==> config.mk <==
export PLATFORM = sky130hd
export DESIGN_NAME = write_back_flat
export DESIGN_NICKNAME = d
export VERILOG_FILES = /design/src/rtl/write_back_if.sv /design/src/rtl/write_back.sv /design/src/flat_wrapper.sv
export SDC_FILE = /design/constraint.sdc
export NUM_CORES = 2
export LEC_CHECK = 0
export CORE_MARGIN = 2
export CORE_UTILIZATION = 60
export CTS_CLUSTER_DIAMETER = 30
export DETAILED_ROUTE_END_ITERATION = 12
export PLACE_DENSITY = 0.75
export SLEW_MARGIN = 30
export SYNTH_ARGS = -nofsm -noshare
export SYNTH_HDL_FRONTEND = slang
export SYNTH_SLANG_ARGS = --single-unit
==> constraint.sdc <==
create_clock -name clk -period 7.6 [get_ports clk]
set_input_delay 2.28 -clock clk [delete_from_list [all_inputs] [get_ports clk]]
set_output_delay 2.28 -clock clk [all_outputs]
set_load 0.05 [all_outputs]
==> src/rtl/write_back_if.sv <==
// Bus bundle between the execute stage and the write-back stage.
// The execute side (master) drives address/data/controls; the
// write-back side (slave) returns the selected register-file value.
interface write_back_if #(
    parameter int DATA_W = 32
);
    logic [DATA_W-1:0] ALUResult;
    logic [DATA_W-1:0] WD;
    logic              MemWrite;
    logic              MemtoReg;
    logic [DATA_W-1:0] Result;

    modport master (
        output ALUResult,
        output WD,
        output MemWrite,
        output MemtoReg,
        input  Result
    );

    modport slave (
        input  ALUResult,
        input  WD,
        input  MemWrite,
        input  MemtoReg,
        output Result
    );
endinterface

==> src/rtl/write_back.sv <==
// Write-back stage: register-built word-addressed data memory with a
// combinational read port, plus the Result select between memory read
// data and the pass-through ALU result.
module write_back #(
    parameter int DATA_W = 32,
    parameter int ADDR_W = 6
) (
    input logic         clk,
    input logic         reset,
    write_back_if.slave bus
);
    localparam int DEPTH = 1 << ADDR_W;

    // Only the low bits index memory; upper bits wrap modulo depth.
    logic [ADDR_W-1:0] index;
    logic [DATA_W-1:0] read_array [DEPTH];
    logic [DATA_W-1:0] read_data;

    assign index = bus.ALUResult[ADDR_W-1:0];

    // One register per word so that reset can clear every word at once
    // and the read port can be a plain combinational mux.
    generate
        for (genvar gi = 0; gi < DEPTH; gi++) begin : g_word
            localparam logic [ADDR_W-1:0] WORD_IDX = ADDR_W'(gi);
            logic [DATA_W-1:0] word_q;
            logic [DATA_W-1:0] word_d;

            // Next value: take WD only when this word is the write target.
            always_comb begin
                word_d = word_q;
                if (bus.MemWrite && (index == WORD_IDX)) begin
                    word_d = bus.WD;
                end
            end

            // Reset clears the word and wins over any write in that cycle.
            always_ff @(posedge clk) begin
                if (reset) begin
                    word_q <= '0;
                end else begin
                    word_q <= word_d;
                end
            end

            assign read_array[gi] = word_q;
        end
    endgenerate

    // Asynchronous read; no bypass of the write data in the same cycle.
    always_comb begin
        read_data = read_array[index];
    end

    // Select the register-file write-back value.
    always_comb begin
        bus.Result = bus.MemtoReg ? read_data : bus.ALUResult;
    end
endmodule

==> src/flat_wrapper.sv <==
// flat-port wrapper written by rule: the top's interface ports become plain ports
module write_back_flat 
#(
    parameter int DATA_W = 32,
    parameter int ADDR_W = 6
)
  (clk, reset, bus_ALUResult, bus_WD, bus_MemWrite, bus_MemtoReg, bus_Result);
  write_back_if #(.DATA_W(DATA_W)) bus_i ();
  input logic clk;
  input logic reset;
  input wire logic [$bits(bus_i.ALUResult)-1:0] bus_ALUResult;
  input wire logic [$bits(bus_i.WD)-1:0] bus_WD;
  input wire logic [$bits(bus_i.MemWrite)-1:0] bus_MemWrite;
  input wire logic [$bits(bus_i.MemtoReg)-1:0] bus_MemtoReg;
  output wire logic [$bits(bus_i.Result)-1:0] bus_Result;
  assign bus_i.ALUResult = bus_ALUResult;
  assign bus_i.WD = bus_WD;
  assign bus_i.MemWrite = bus_MemWrite;
  assign bus_i.MemtoReg = bus_MemtoReg;
  assign bus_Result = bus_i.Result;
  write_back #(.DATA_W(DATA_W), .ADDR_W(ADDR_W)) u_core (.clk(clk), .reset(reset), .bus(bus_i));
endmodule
==> reports/qor.yml <==
layout:
  largest-register: "u_core.g_word.word_q"
  fillCellCount: 10310
  layout-area-overhead-vs-synth_pct: 18.27
  area_taken_by_flip_flops_and_latches_um2: 41000
  nNetsFinal: 10520
  drive_gt1_share_pct: 15.19
  largest_reg_flops: 2048
  layout_top_registers: "u_core.g_word.word_q x2048"
  fin_cells: 12690
  area_of_the_multi_input_gates_um2: 42490
place:
  gp_congestion: 0.9296
  port-buffer-count: 99
  placed_cells_incl_taps: 11970
  hpwl_um: 178100
synthesis:
  synth.largest_area_cell: "sky130_fd_sc_hd__dfxtp_1"
  dominantRegCellSynth: "sky130_fd_sc_hd__dfxtp_1"
  synth_common_cells: "sky130_fd_sc_hd__nand2_1 (4190), sky130_fd_sc_hd__a21oi_1 (2079), sky130_fd_sc_hd__dfxtp_1 (2048), sky130_fd_sc_hd__clkbuf_1 (698), sky130_fd_sc_hd__mux4_2 (426)"
  yosysSeqAreaShare_pct: 46.65
  async_flop_share_pct: 0
  postSynthNetCount: 10730
  most_frequently_used_cell_type_in_the_post_synthesis_netlist: "sky130_fd_sc_hd__nand2_1"
  yosysWarnings: 0
  synth_edf_count: 0
  yosys-top-cells-area: "sky130_fd_sc_hd__dfxtp_1 (47%), sky130_fd_sc_hd__nand2_1 (18%), sky130_fd_sc_hd__a21oi_1 (12%), sky130_fd_sc_hd__mux4_2 (11%), sky130_fd_sc_hd__clkbuf_1 (3.0%)"
  mapped_cell_area_um2: 87880
  ys_seq_elements: 2048
  yosysUniqueCellTypes: 48
  netlist.area_leader.share_pct: 46.65
  syn-instance-count: 10660
  synthesis.area_per_instance_um2: 8.241
sta:
  clock.fmax_mhz: 130.4
  final.min_clock_period_ps: 7668
  slew-limit-headroom_pct: 22.99
  timing.final.max_slew_violations: 0
  worst_slack_ps: -68.24
  hold_viol_final: 0
  finalClockSkew_ps: 0
  setup_viol: 2
  grt_setup_unrepaired: "false"
  measured_slew_at_the_worst_slew_check_pin_ps: 1155
  post-route-period-util_pct: 100.9
pwr:
  power.share.combinational_pct: 4.9
  overall_power_w: 0.02988
  power_switching_share_pct: 23.42
  vdd_drop_max_v: 0.0002171
  power.switching_w: 0.006998
  total_leakage_power_nw: 34.91
  seq_power_share_pct: 36.2
  pwr-share-clk_pct: 58.9
  cellPowerDensity_nw_per_um2: 287.5
  power.internal_w: 0.02289
worst_setup_path:
  required_ps: 5320
  timing.critical_path.to_type: "output port"
  critPathLaunchType: "primary input"
  critPathArrivalTime_ps: 5390
  timing.setup.critical_path_class: "in2out"
  critPathMaxFanout: 28
cts:
  cts_setup_buffers: 0
  root_buffer: "sky130_fd_sc_hd__clkbuf_16"
  cts_made_buffers: 401
  cts_tree: "yes"
  clk_pin_slew_ps: 40
  h-tree-depth: 5
  cts.sink_count: 2048
  clk_latency_ps: 940
  cts_buffer_depth: 4
route:
  wl_per_cell_um: 25.22
  iteration_0_drc_count_of_the_detailed_router: 12320
  antenna_violating_nets_post_route: 0
  finalWirelength_um: 320100
  route.vias.total: 82800
  dr.pass1.iters: 8
  route.detailed.vias_per_inst: 6.523
  drc_errors: 0
run_status:
  status: "complete, but fails checks"
  failing_checks: "negative setup slack"
global_route:
  grt_first_pass_wirelength_um: 475800
  grt_antenna_before_repair: 9
  grt_start_max_net_pins: 226
  grtUsageTotal_pct: 41.24
  overflow: 0
  via_count_of_the_first_global_routing_pass: 80100
floorplanning:
  io_pins: 100
  placement_rows: 140
  die_width_um: 386.7
  die_h_um: 386.7
  floorplan.initialDensity_pct: 60.37
  fp.coreArea_um2: 145600
  fp.dieArea_um2: 149500
run:
  max-cap-violations: 0
min_path:
  hp-class: "reg2reg"
-- power groups by stage --
| stage | clock [W] | combinational [W] | sequential (W) |
|---|---|---|---|
| global placement | 0 | 0.00137 | 0.0110 |
| CTS | 0.0176 | 0.00140 | 0.0108 |
| global route | 0.0181 | 0.00149 | 0.0108 |
| finish | 0.0176 | 0.00147 | 0.0108 |
| detailed placement | 0 | 0.00139 | 0.0110 |
| floorplan | 0 | 0.000856 | 0.0110 |
-- kinds of logic after synthesis --
kind of cell           Yosys count  share of synthesized area, %
and+or+nand+nor               4469                         19.56
buffers and inverters         1065                         5.339
DFF                           2048                         46.65
muxes                          701                         14.07
AOI/OAI and AO/OA             2381                         14.37
-- layer usage --
metal | global-route usage [%] | part of all wire [%] | vias up
li1 | - | - | 35410
met1 | 51.97 | 35 | 39530
met2 | 61.77 | 43 | 6411
met3 | 11.94 | 14 | 1436
met4 | 27.19 | 7.2 | 10
met5 | 0 | 0.019 | -
-- worst max-delay path: stages --
cell                       delay, ps
sky130_fd_sc_hd__buf_8           210
sky130_fd_sc_hd__buf_12          290
sky130_fd_sc_hd__buf_4           220
sky130_fd_sc_hd__mux4_2          500
sky130_fd_sc_hd__a22oi_1         340
sky130_fd_sc_hd__o211ai_1        400
sky130_fd_sc_hd__a21oi_1         510
sky130_fd_sc_hd__buf_4           240
sky130_fd_sc_hd__o22ai_1         170
sky130_fd_sc_hd__buf_12          200
-- cell usage in the layout (no fill, tap or decap), types with 4 or more instances in the layout --
cell and instances:
sky130_fd_sc_hd__a22oi_1 154, sky130_fd_sc_hd__buf_16 10, sky130_fd_sc_hd__mux2_2 17, sky130_fd_sc_hd__nand3_1 81
sky130_fd_sc_hd__dfxtp_1 2048, sky130_fd_sc_hd__o22a_1 14, sky130_fd_sc_hd__nor2_1 31, sky130_fd_sc_hd__a211oi_1 45
sky130_fd_sc_hd__clkinv_4 35, sky130_fd_sc_hd__buf_4 305, sky130_fd_sc_hd__buf_12 69, sky130_fd_sc_hd__o21ai_0 9
sky130_fd_sc_hd__buf_6 5, sky130_fd_sc_hd__or3_1 15, sky130_fd_sc_hd__clkbuf_8 49, sky130_fd_sc_hd__mux4_2 426
sky130_fd_sc_hd__o21ai_1 22, sky130_fd_sc_hd__o22ai_1 17, sky130_fd_sc_hd__clkinvlp_4 43, sky130_fd_sc_hd__bufinv_16 42
sky130_fd_sc_hd__clkbuf_16 406, sky130_fd_sc_hd__a21oi_1 2077, sky130_fd_sc_hd__clkdlybuf4s50_1 27, sky130_fd_sc_hd__o211ai_1 16
sky130_fd_sc_hd__nand2_1 4178, sky130_fd_sc_hd__and2_1 6, sky130_fd_sc_hd__clkbuf_1 43, sky130_fd_sc_hd__nor2b_1 38
sky130_fd_sc_hd__nand2b_1 7, sky130_fd_sc_hd__clkinv_2 66, sky130_fd_sc_hd__nor2_2 55, sky130_fd_sc_hd__nor3_4 4
sky130_fd_sc_hd__nand4_1 15, sky130_fd_sc_hd__o32a_1 14, sky130_fd_sc_hd__inv_6 33, sky130_fd_sc_hd__nor2_4 9
sky130_fd_sc_hd__buf_2 34, sky130_fd_sc_hd__nand2_2 9, sky130_fd_sc_hd__mux2i_1 258
-- timing repair --
item	CTS	global route
hold buffers	0	0
setup endpoints to repair	2	2
pin swaps	0	0
gates resized for setup	2	2
-- layout make-up --
class,instances,area share [%]
tap,1917,2.308
multi-input combinational,7551,40.88
clock inverter,223,2.463
inverter,1,0.003611
antenna,3,0.007223
clock buffer,498,10.58
timing repair buffer,453,4.318
sequential,2048,39.45
-- stage by stage --
stage	util [%]	hold WS, ps	TNS (ps)	setup slack (ps)	area (um^2)
6_report	71.40	448.5	-110.1	-68.24	103900
5_1_grt	71.40	462.6	0	40.81	103900
4_1_cts	71.31	449.1	0	111.9	103800
3_5_place_dp	61.99	443.1	-91.07	-74.27	90230
3_3_place_gp	61.85	437.8	-105.3	-86.39	90040
2_1_floorplan	-	431.8	0	617.6	87880
-- path summary, 6_finish.rpt --
path	from	endpoint	slack, ps	cells past startpoint
worst max-delay path	bus_ALUResult[0]	bus_Result[25]	-70	10
worst min-delay path	u_core.g_word[38].word_q[10]$_SDFFE_PP0P_	u_core.g_word[38].word_q[10]$_SDFFE_PP0P_	450	2
worst max register to register	u_core.g_word[25].word_q[12]$_SDFFE_PP0P_	u_core.g_word[25].word_q[12]$_SDFFE_PP0P_	6860	2
worst min register to register	u_core.g_word[38].word_q[10]$_SDFFE_PP0P_	u_core.g_word[38].word_q[10]$_SDFFE_PP0P_	450	2
No activity file was read; power rests on OpenSTA's default activity.
